`src/rtl/vga_timing_pkg.sv`:
```
// vga_timing_pkg: 640x480@60 timing defaults, count width and colour constants
package vga_timing_pkg;
    localparam int CW = 10;
    typedef logic [CW-1:0] count_t;
    localparam int H_TOTAL_640 = 800;
    localparam int H_SYNC_640 = 96;
    localparam int H_START_640 = 144;
    localparam int H_END_640 = 784;
    localparam int V_TOTAL_480 = 525;
    localparam int V_SYNC_480 = 2;
    localparam int V_START_480 = 35;
    localparam int V_END_480 = 515;
    localparam logic [11:0] BLACK = 12'h000;
    localparam logic [11:0] RED = 12'hF00;
    localparam logic [11:0] WHITE = 12'hFFF;
endpackage

```
`src/rtl/pixel_enable_div.sv`:
```
// pixel_enable_div: one-clk strobe every CLK_DIV system clocks
module pixel_enable_div #(
    parameter int CLK_DIV = 4
) (
    input  logic clk,
    input  logic rst,
    output logic pix_en
);
    localparam int W = CLK_DIV > 1 ? $clog2(CLK_DIV) : 1;
    localparam logic [W-1:0] LAST = W'(CLK_DIV - 1);
    logic [W-1:0] div_cnt;
    assign pix_en = div_cnt == LAST;
    always_ff @(posedge clk or posedge rst)
        if (rst) div_cnt <= '0;
        else div_cnt <= pix_en ? '0 : div_cnt + 1'b1;
endmodule

```
`src/rtl/vga_timing_gen.sv`:
```
// vga_timing_gen: VGA raster counters, sync/colour pipeline and game frame tick
module vga_timing_gen
    import vga_timing_pkg::*;
#(
    parameter int CLK_DIV = 4,
    parameter int H_TOTAL = H_TOTAL_640,
    parameter int H_SYNC = H_SYNC_640,
    parameter int H_START = H_START_640,
    parameter int H_END = H_END_640,
    parameter int V_TOTAL = V_TOTAL_480,
    parameter int V_SYNC = V_SYNC_480,
    parameter int V_START = V_START_480,
    parameter int V_END = V_END_480,
    parameter int FRAMES_PER_TICK = 1
) (
    input  logic        clk,
    input  logic        rst,
    input  logic [11:0] rgb_in,
    output logic        pix_en,
    output logic [9:0]  hCount,
    output logic [9:0]  vCount,
    output logic        bright,
    output logic        hSync,
    output logic        vSync,
    output logic [11:0] vga_rgb,
    output logic        frame_tick,
    output logic        game_clk
);
    if (CLK_DIV < 1 || FRAMES_PER_TICK < 1 || H_END > H_TOTAL || V_END > V_TOTAL ||
        H_TOTAL < 1 || V_TOTAL < 1 || H_TOTAL > 1024 || V_TOTAL > 1024) begin : g_bad_params
        $error("vga_timing_gen: invalid timing parameters");
    end

    localparam count_t H_LAST = count_t'(H_TOTAL - 1);
    localparam count_t V_LAST = count_t'(V_TOTAL - 1);
    localparam int FW = FRAMES_PER_TICK > 1 ? $clog2(FRAMES_PER_TICK) : 1;
    localparam logic [FW-1:0] F_LAST = FW'(FRAMES_PER_TICK - 1);

    logic h_last, v_last, frame_wrap, frame_last;
    logic [FW-1:0] frame_cnt;

    pixel_enable_div #(.CLK_DIV(CLK_DIV)) u_div (
        .clk(clk),
        .rst(rst),
        .pix_en(pix_en)
    );

    assign h_last = hCount == H_LAST;
    assign v_last = vCount == V_LAST;
    assign frame_wrap = pix_en && h_last && v_last;
    assign frame_last = frame_cnt == F_LAST;
    // decoded from the count registers so game logic sees it in step with the counts
    assign bright = hCount >= count_t'(H_START) && hCount < count_t'(H_END) &&
                    vCount >= count_t'(V_START) && vCount < count_t'(V_END);

    always_ff @(posedge clk or posedge rst)
        if (rst) begin
            hCount <= '0;
            vCount <= '0;
        end else if (pix_en) begin
            hCount <= h_last ? '0 : hCount + 1'b1;
            if (h_last) vCount <= v_last ? '0 : vCount + 1'b1;
        end

    // one pixel of latency keeps syncs co-aligned with the registered colour
    always_ff @(posedge clk or posedge rst)
        if (rst) begin
            vga_rgb <= BLACK;
            hSync <= 1'b1;
            vSync <= 1'b1;
        end else if (pix_en) begin
            vga_rgb <= bright ? rgb_in : BLACK;
            hSync <= hCount >= count_t'(H_SYNC);
            vSync <= vCount >= count_t'(V_SYNC);
        end

    always_ff @(posedge clk or posedge rst)
        if (rst) begin
            frame_cnt <= '0;
            frame_tick <= 1'b0;
            game_clk <= 1'b0;
        end else begin
            frame_tick <= frame_wrap && frame_last;
            if (frame_wrap) frame_cnt <= frame_last ? '0 : frame_cnt + 1'b1;
            if (frame_wrap && frame_last) game_clk <= ~game_clk;
        end
endmodule

```
`config.mk`:
```
export PLATFORM = sky130hd
export DESIGN_NAME = vga_timing_gen
export DESIGN_NICKNAME = d
export VERILOG_FILES = /design/src/rtl/vga_timing_pkg.sv /design/src/rtl/pixel_enable_div.sv /design/src/rtl/vga_timing_gen.sv
export SDC_FILE = /design/constraint.sdc
export NUM_CORES = 1
export LEC_CHECK = 0
export BUFFER_PORTS_ARGS = -buffer_cell sky130_fd_sc_hd__buf_2
export CORE_MARGIN = 8
export CORE_UTILIZATION = 55
export CTS_CLUSTER_DIAMETER = 150
export DETAILED_ROUTE_END_ITERATION = 10
export PLACE_DENSITY = 0.84
export SLEW_MARGIN = 20
export SYNTH_ARGS = -nofsm -noshare
export SYNTH_HDL_FRONTEND = slang
export SYNTH_SLANG_ARGS = --single-unit
```
`constraint.sdc`:
```
create_clock -name clk -period 5.7 [get_ports clk]
set_clock_uncertainty 0.1 [all_clocks]
set_input_delay 0 -clock clk [delete_from_list [all_inputs] [get_ports clk]]
set_output_delay 0 -clock clk [all_outputs]
set_load 0.1 [all_outputs]
```
== Word level (Yosys, flattened, before mapping) ==
Cells that the tools add are included.
Operators by class
  magnitude comparators: 6
  bitwise operators: 2
  $add $sub $neg: 4
  reduce and logical (&&, ||, !) cells: 7
  divide/modulo/power cells: 0
  multiply operators: 0
  equality and inequality tests: 3
  mux-type cells: 5
  shifts and indexed selects: 0
Operator list (count)
  adder 10 x 1 -> 10 bit (second input constant): 2
  equality test 10 bit (second input constant): 2
  < comparator 10 bit (second input constant): 2
  two-way mux 10 bit: 2
  two-way mux 12 bit: 1
  >= comparator 10 x 2 -> 1 bit (second input constant): 1
  >= comparator 10 x 6 -> 1 bit (second input constant): 1
  >= comparator 10 x 7 -> 1 bit (second input constant): 1
  >= comparator 10 x 8 -> 1 bit (second input constant): 1
  logical AND 1 bit: 6
  adder 2 x 1 -> 2 bit (second input constant): 1
  equality test 2 bit (second input constant): 1
  two-way mux 2 bit: 1
  inverter 1 bit: 2
  AND reduction 2 bit: 1
  adder 1 bit (second input constant): 1
  two-way mux 1 bit: 1
Storage, ports and cells
  output and inout port bits: 38
  ROM bits: 0
  word-level logic and storage cells: 36
  bits in latches: 0
  register bits after elaboration: 39
  memories kept: 0
  bits of input ports: 14
  memory bits (writable): 0

== Logic depth before layout (Yosys ltp) ==
Gate-level depths: netlist of the first run.
  depth in word-level cells: 5
  gate-level depth with buffers: 7
  depth with buffers taken out: 6

== Hierarchy ==
A second synthesis of the first run with hierarchy kept.
Second synthesis, totals
  cells, all modules: 181
  area total of the unflattened synthesis: 1961.9 um2
By module, submodules not included
  vga_timing_gen: cells each 176, seq. area each 903.4 um2, area an instance 1891.8 um2, times used 1
  pixel_enable_div: cells each 5, seq. area each 50.0 um2, area an instance 70.1 um2, times used 1

== Worst setup path before layout of the first run ==
OpenSTA, ideal clock, no wires.
  path kind: flip-flop to flip-flop
  from: register u_div.div_cnt[0]
  to: register vCount[4]
  cell stages (with the launch flop): 7
  data required time: 5.530 ns
  arrival: 2.692 ns
  clock period less this slack: 2.862 ns
  setup time: 0.070 ns
  slack: 2.838 ns
  buffers on the path: 1
  cells stage by stage: dfrtp_1 ha_1 buf_4 nand4_1 or4_4 or4_1 nand2_1
On the way
  longest elaborated chain between the ends: 2
RTL lines
  start, declared: line pixel_enable_div.sv:11  | logic [W-1:0] div_cnt;
  start signal, assigned: line pixel_enable_div.sv:15  | else div_cnt <= pix_en ? '0 : div_cnt + 1'b1;
  equality test 2 bit: line pixel_enable_div.sv:12  | assign pix_en = div_cnt == LAST;
  net pix_en: line vga_timing_gen.sv:19  | output logic pix_en,
  AND reduction 2 bit (no line)
  end signal, assigned: line vga_timing_gen.sv:62  | if (h_last) vCount <= v_last ? '0 : vCount + 1'b1;
  end, declared: line vga_timing_gen.sv:21  | output logic [9:0] vCount,
The timed path passes the listed nets, and every way through them passes these cells.
A chain may end at the register's enable or synchronous reset.

== Worst setup path in the final report of the first run ==
  from: register u_div.div_cnt[0]
  to: register vCount[4]
On the way
  longest elaborated chain between the ends: 2
RTL lines (line)
  equality test 2 bit: pixel_enable_div.sv:12
  AND reduction 2 bit (no line)
No other way between the ends.

==> impl_metrics.ini, run 1 <==
[run_status]
status = completed

[setup_path]
worstSetupStartpointType = flip-flop
r2r_setup_slack_ns = 2.99
cpPeakStageDelay_ns = 0.59
critPathSlowestCell = or4_4
cp.required_ns = 5.89
cp.buffers_inverters = 0
crit_family = simple AND/OR/NAND/NOR gates
crit_arrival_ns = 2.90
path_cells = ha_2 > nand4_1 > or4_4 > or4_1 > nand2_1
timing.rr.start = u_div.div_cnt[0]
r2r_cells = 5
end_kind = flip-flop
worstPathMaxFanout = 37
rr_endpoint = vCount[4]
worstSetupPathType = reg -> reg

[synth]
netlist_area_mm2 = 0.00182
avgSynthCellArea_um2 = 9.87
ys_ff_latch = 38
synth_area_leaders = dfrtp_1, nand2_1, o22ai_1
synth_top_area_share_pct = 49.6
seq_area_frac_synth_pct = 52.5
synth_warnings = 0
synth_cells = 184
syn-num-nets = 204
synth_cell_types = 36
yosysTopAreaCell = dfrtp_1

[cells_and_area]
drive_above_1_share_pct = 27.4
area_delta_synth_final_pct = 27.2
final_nets = 267
final_cells = 295

[power]
combPwrFrac_pct = 4.0
p_seq_share_pct = 62.0
intPower_w = 0.000339
leakage_nw = 1.22
peakVddDrop_uv = 152
p_clk_share_pct = 34.0
p_sw_w = 0.0000956
powerDensity_mw_per_mm2 = 188
netSwitchingFraction_pct = 22.0

[global_route]
grt_use_total_pct = 17.3
grt_overflow = 0
antenna_found_initial = 0
grt_max_degree = 39
grt_pass1_vias = 1510
grt_pass1_wl_um = 7380

[timing]
period_share_pct = 47.6
fin_tns_setup_ns = 0
fin_crit_ns = 2.71
fmax_mhz = 369
relSlewSlack_pct = 54.2
hold_viol = 0
tightest_slew_ns = 0.683
drv_slew = 0
rsz0062_at_grt = no
setup_violations = 0

[worst_hold_path]
hold_path.class = in -> async

[drt]
vias = 1586
drtIter0Drc = 129
route.met3.wl_um = 319
top_layer = met4
first_pass_iters = 4
drt-wirelength-per-cell_um = 15.0
met2_wirelength_um = 2150
drt-met1-wl_um = 1910
drt-total-wl_um = 4440
drc = 0
via_per_inst = 5.38
postRouteAntennaNets = 0

[clocking]
cts_buffer_depth = 2
insertion_delay_ns = 0.34
clockRootBuffer = clkbuf_4
cts_sinks = 38
clk_pin_slew_ns = 0.11
numCtsBuffers = 5
htreeDepth = 2
tritoncts = done

[place]
dp_hpwl_um = 2860
placed_cells = 273
place_congestion = 0.809
portBuffers = 51

[die]
io_pins = 52
start_util_pct = 55.7
num_rows = 21
die_w_um = 73.5
die_y_um = 73.5
die_area_mm2 = 0.00540
core_area_mm2 = 0.00326

[run]
max_cap_viol_count = 0
[per-stage QoR]
step / instance area [um2] / power (W) / utilization (%) / setup slack, ns / hold WS (ns)
final: 2310 / 0.000434 / 70.9 / 2.99 / 0.213
after global routing: 2310 / 0.000453 / 70.8 / 2.77 / 0.266
after CTS: 2290 / 0.000438 / 70.4 / 2.35 / 0.221
after detailed placement: 2100 / 0.000285 / 64.6 / 2.39 / 0.0409
after global placement: 2100 / 0.000285 / 64.6 / 2.50 / 0.0277
after floorplan: 1820 / 0.000279 / - / 2.84 / 0.0429
[how the worst max path moves through the flow]
stage	cells after the start	slack, ns	to	startpoint
after floorplan	6	2.84	vCount[4]	u_div.div_cnt[0]
after detailed placement	5	2.39	vCount[5]	u_div.div_cnt[0]
after global routing	5	2.77	vCount[8]	u_div.div_cnt[0]
after global placement	5	2.50	vCount[5]	u_div.div_cnt[0]
after CTS	5	2.35	game_clk	u_div.div_cnt[0]
final	5	2.99	vCount[4]	u_div.div_cnt[0]
[flip-flops by register name, summed over array words and instances, names as in the netlist]
signal and flops:
u_div.div_cnt 2, frame_tick 1, game_clk 1, hSync 1
vCount 10, vga_rgb 12, vSync 1, hCount 10
[synthesized netlist by cell type, drive strengths merged]
cell type,count
dfrtp,36
nand2,24
inv,18
o22ai,14
nor2,8
nor4,7
o21ai,7
clkbuf,6
ha,6
xor2,6
nand4,5
a21oi,4
buf,4
nand3,4
nor3,4
xnor2,4
a31oi,3
and3,3
or4,3
dfstp,2
o211a,2
o31ai,2
or3,2
a21o,1
a2bb2oi,1
and2,1
mux2i,1
nand2b,1
nand4b,1
nor3b,1
nor4b,1
o31a,1
or3b,1
[final cells by class]
class                   count  area, um2
clock buffers               7       55.1
multi-input cells         118        767
repair buffers             66        400
well taps                  46       57.6
diodes                      1       2.50
flip-flops and latches     38        953
inverters                  18       67.6
clock inverters             1       5.00
fillers                   274        950
[power by group through the flow]
stage	clock [W]	combinational (W)	sequential, W
floorplan	0	0.00000395	0.000275
global placement	0	0.0000101	0.000275
detailed placement	0	0.0000102	0.000275
CTS	0.000151	0.0000172	0.000270
global route	0.000164	0.0000193	0.000270
finish	0.000148	0.0000172	0.000270
[logic make-up (layout without fill, tap and decap cells)]
kind of cell	Yosys count	in the layout	synth area share (%)
multiplexers	1	1	0.551
AND/OR/NAND/NOR	66	66	19.5
other	0	1	0
AO/OA/AOI/OAI	35	35	12.3
buffers and inverters	28	92	6.20
XOR/XNOR	10	10	4.82
flip-flops	38	38	52.5
adder cells (fa/ha/maj)	6	6	4.13
[repair_timing]
item	CTS	global route
hold endpoints to repair	49	0
gates resized for setup	0	0
setup buffers	0	0
hold buffers	13	0
[metal layers]
metal  global-route usage (%)  vias to the layer above
met4                     7.10                        0
li1                         -                      772
met2                     27.3                       52
met5                        0                        -
met3                     5.46                        6
met1                     21.3                      756
[cell usage in the layout (no fill, tap or decap), drive strengths merged, types with 4 or more instances in the layout]
cell	synthesis	routed
o21ai	7	7
nand3	4	4
buf	4	53
inv	18	18
dfrtp	36	36
nor2	8	8
o22ai	14	14
ha	6	6
dlygate4sd3	0	13
clkbuf	6	7
a21oi	4	4
xnor2	4	4
nor4	7	7
nand2	24	24
nor3	4	4
nand4	5	5
xor2	6	6
[worst reg2reg max path, delay by kind of cell (launching register included)]
family | cells | cell delay [ns]
AND/OR/NAND/NOR | 4 | 1.62
flip-flops | 1 | 0.37
adder cells (fa/ha/maj) | 1 | 0.57
(Power assumes the default switching activity.)
==> run 2, diff against run 1 <==
ABC_AREA = 1   (was unset)
CORE_UTILIZATION = 53   (was 55)
PLACE_DENSITY = 0.8   (was 0.84)
clock period = 2.5 ns   (was 5.7 ns; I/O delays follow)
==> impl_metrics.ini, run 2 <==
[timing]
rsz0062_at_grt = no
period_share_pct = 85.3
drv_slew = 0
setup_violations = 0
relSlewSlack_pct = 66.6
fmax_mhz = 469
fin_tns_setup_ns = 0
tightest_slew_ns = 0.504
fin_crit_ns = 2.13
hold_viol = 0

[clocking]
post_cts_buffers = 0
clockRootBuffer = clkbuf_8
tritoncts = done
clk_pin_slew_ns = 0.09
ctsResizeCount = 0
cts_buffer_depth = 2
numCtsBuffers = 5
cts_sinks = 38
insertion_delay_ns = 0.29
htreeDepth = 2

[die]
die_w_um = 78.5
num_rows = 22
start_util_pct = 55.7
die_y_um = 78.5
die_area_mm2 = 0.00616
io_pins = 52
core_area_mm2 = 0.00372

[drt]
drtIter0Drc = 116
route.met3.wl_um = 324
via_per_inst = 4.93
drt-wirelength-per-cell_um = 12.3
drc = 0
first_pass_iters = 4
postRouteAntennaNets = 0
vias = 1969
met2_wirelength_um = 2430
drt-met1-wl_um = 2080
drt-total-wl_um = 4910
top_layer = met4

[cells_and_area]
final_nets = 370
reg_top3 = vga_rgb x12, hCount x10, vCount x10
regMostFlops = vga_rgb
largest_register_ffs = 12
final_cell_mix = nand2_1, buf_2, inv_1, dfrtp_1, nor2_1
antenna_cells = 0
area_delta_synth_final_pct = 28.8
layout.cells.most_common = nand2_1
drive_above_1_share_pct = 22.5

[synth]
synth_cells = 281
synth.most_common_cell = nand2_1
ys.flop_type = dfrtp_1
yosysTopAreaCell = dfrtp_1
ys_ff_latch = 38
synth-edff-count = 0
seq_area_frac_synth_pct = 46.1
yosys-top-cells-count = nand2_1, inv_1, dfrtp_1, nor2_1, nand3_1
synth_warnings = 0
syn-num-nets = 301
synth_cell_types = 27
synth_area_leaders = dfrtp_1, nand2_1, nand3_1
async_reset_ff_share_pct = 100
netlist_area_mm2 = 0.00207
synth_top_area_share_pct = 43.5
avgSynthCellArea_um2 = 7.36

[global_route]
antenna_found_initial = 0
grt_use_total_pct = 16.4
grt_pass1_wl_um = 8380
grt_overflow = 0
grt_max_degree = 39
grt_pass1_vias = 1879

[power]
leakage_nw = 1.50
peakVddDrop_uv = 481
power.total_w = 0.00128
powerDensity_mw_per_mm2 = 479

[place]
place_congestion = 0.882
portBuffers = 51
dp_hpwl_um = 3560

[setup_path]
worstSetupStartpointType = flip-flop
timing.rr.start = u_div.div_cnt[0]
crit_arrival_ns = 2.03
worstSetupPathType = reg -> out
cpPeakStageDelay_ns = 0.43
rr_endpoint = hCount[7]
crit_family = flip-flops
cp.required_ns = 2.40
critPathSlowestCell = dfrtp_1
end_kind = output port
worstPathMaxFanout = 13
r2r_setup_slack_ns = 0.73
cp.buffers_inverters = 2
path_cells = ha_1 > inv_1 > nand2_1 > o21ai_2 > and2_2 > buf_12
r2r_cells = 7

[run]
max_cap_viol_count = 0

[worst_hold_path]
hold_path.class = in -> async

[run_status]
status = completed
[run 2: cells by family after synthesis]
kind of cell / share of synthesized area [%]
compound gates: 5.80
xor+xnor: 1.69
flops: 46.1
fa+ha+maj: 3.63
buf+inv: 9.25
simple gates: 33.6
[run 2: tightest hold or removal path: cells and delay by family]
kind	cells	cell delay, ns
buffers and inverters	4	1.08
[run 2: power by group]
group	internal [W]	total, W	switching [W]
sequential	0.000614	0.000614	0
clock	0.000400	0.000624	0.000224
combinational	0.0000213	0.0000380	0.0000167
[run 2: worst max path at each step]
stage,startpoint,endpoint,slack (ns),cells after the start
after floorplan,u_div.div_cnt[0],vCount[5],0.14,8
after global placement,vCount[1],bright,0.71,6
after detailed placement,vCount[1],bright,0.68,6
after CTS,vCount[1],bright,0.37,6
after global routing,vCount[0],bright,0.25,6
final,vCount[1],bright,0.37,6
[run 2: per-layer routing]
metal	GRT usage (%)	vias to the layer above
met2	27.4	71
li1	-	1011
met5	0	-
met3	4.44	8
met4	7.22	0
met1	19.2	879
[run 2: metrics by stage]
stage	cell area, um2	util [%]	hold WS [ns]	instances	worst slack (ns)
final	2670	71.7	0.244	399	0.367
after global routing	2670	71.7	0.330	399	0.251
after CTS	2670	71.7	0.268	399	0.368
after detailed placement	2400	64.5	0.0380	378	0.685
after global placement	2400	64.5	0.0330	378	0.711
after floorplan	2070	-	0.0909	281	0.137
[run 2: cell type report]
class	instances	area (um2)
well taps	48	60.1
clock buffers	5	68.8
multi-input cells	194	926
clock inverters	3	68.8
fillers	297	1050
repair buffers	67	423
flip-flops and latches	38	953
inverters	44	165
[run 2: repair_timing]
action,4_1_cts,5_1_grt
hold endpoints to repair,48,0
hold buffers,13,0
endpoints found under the setup margin,0,0
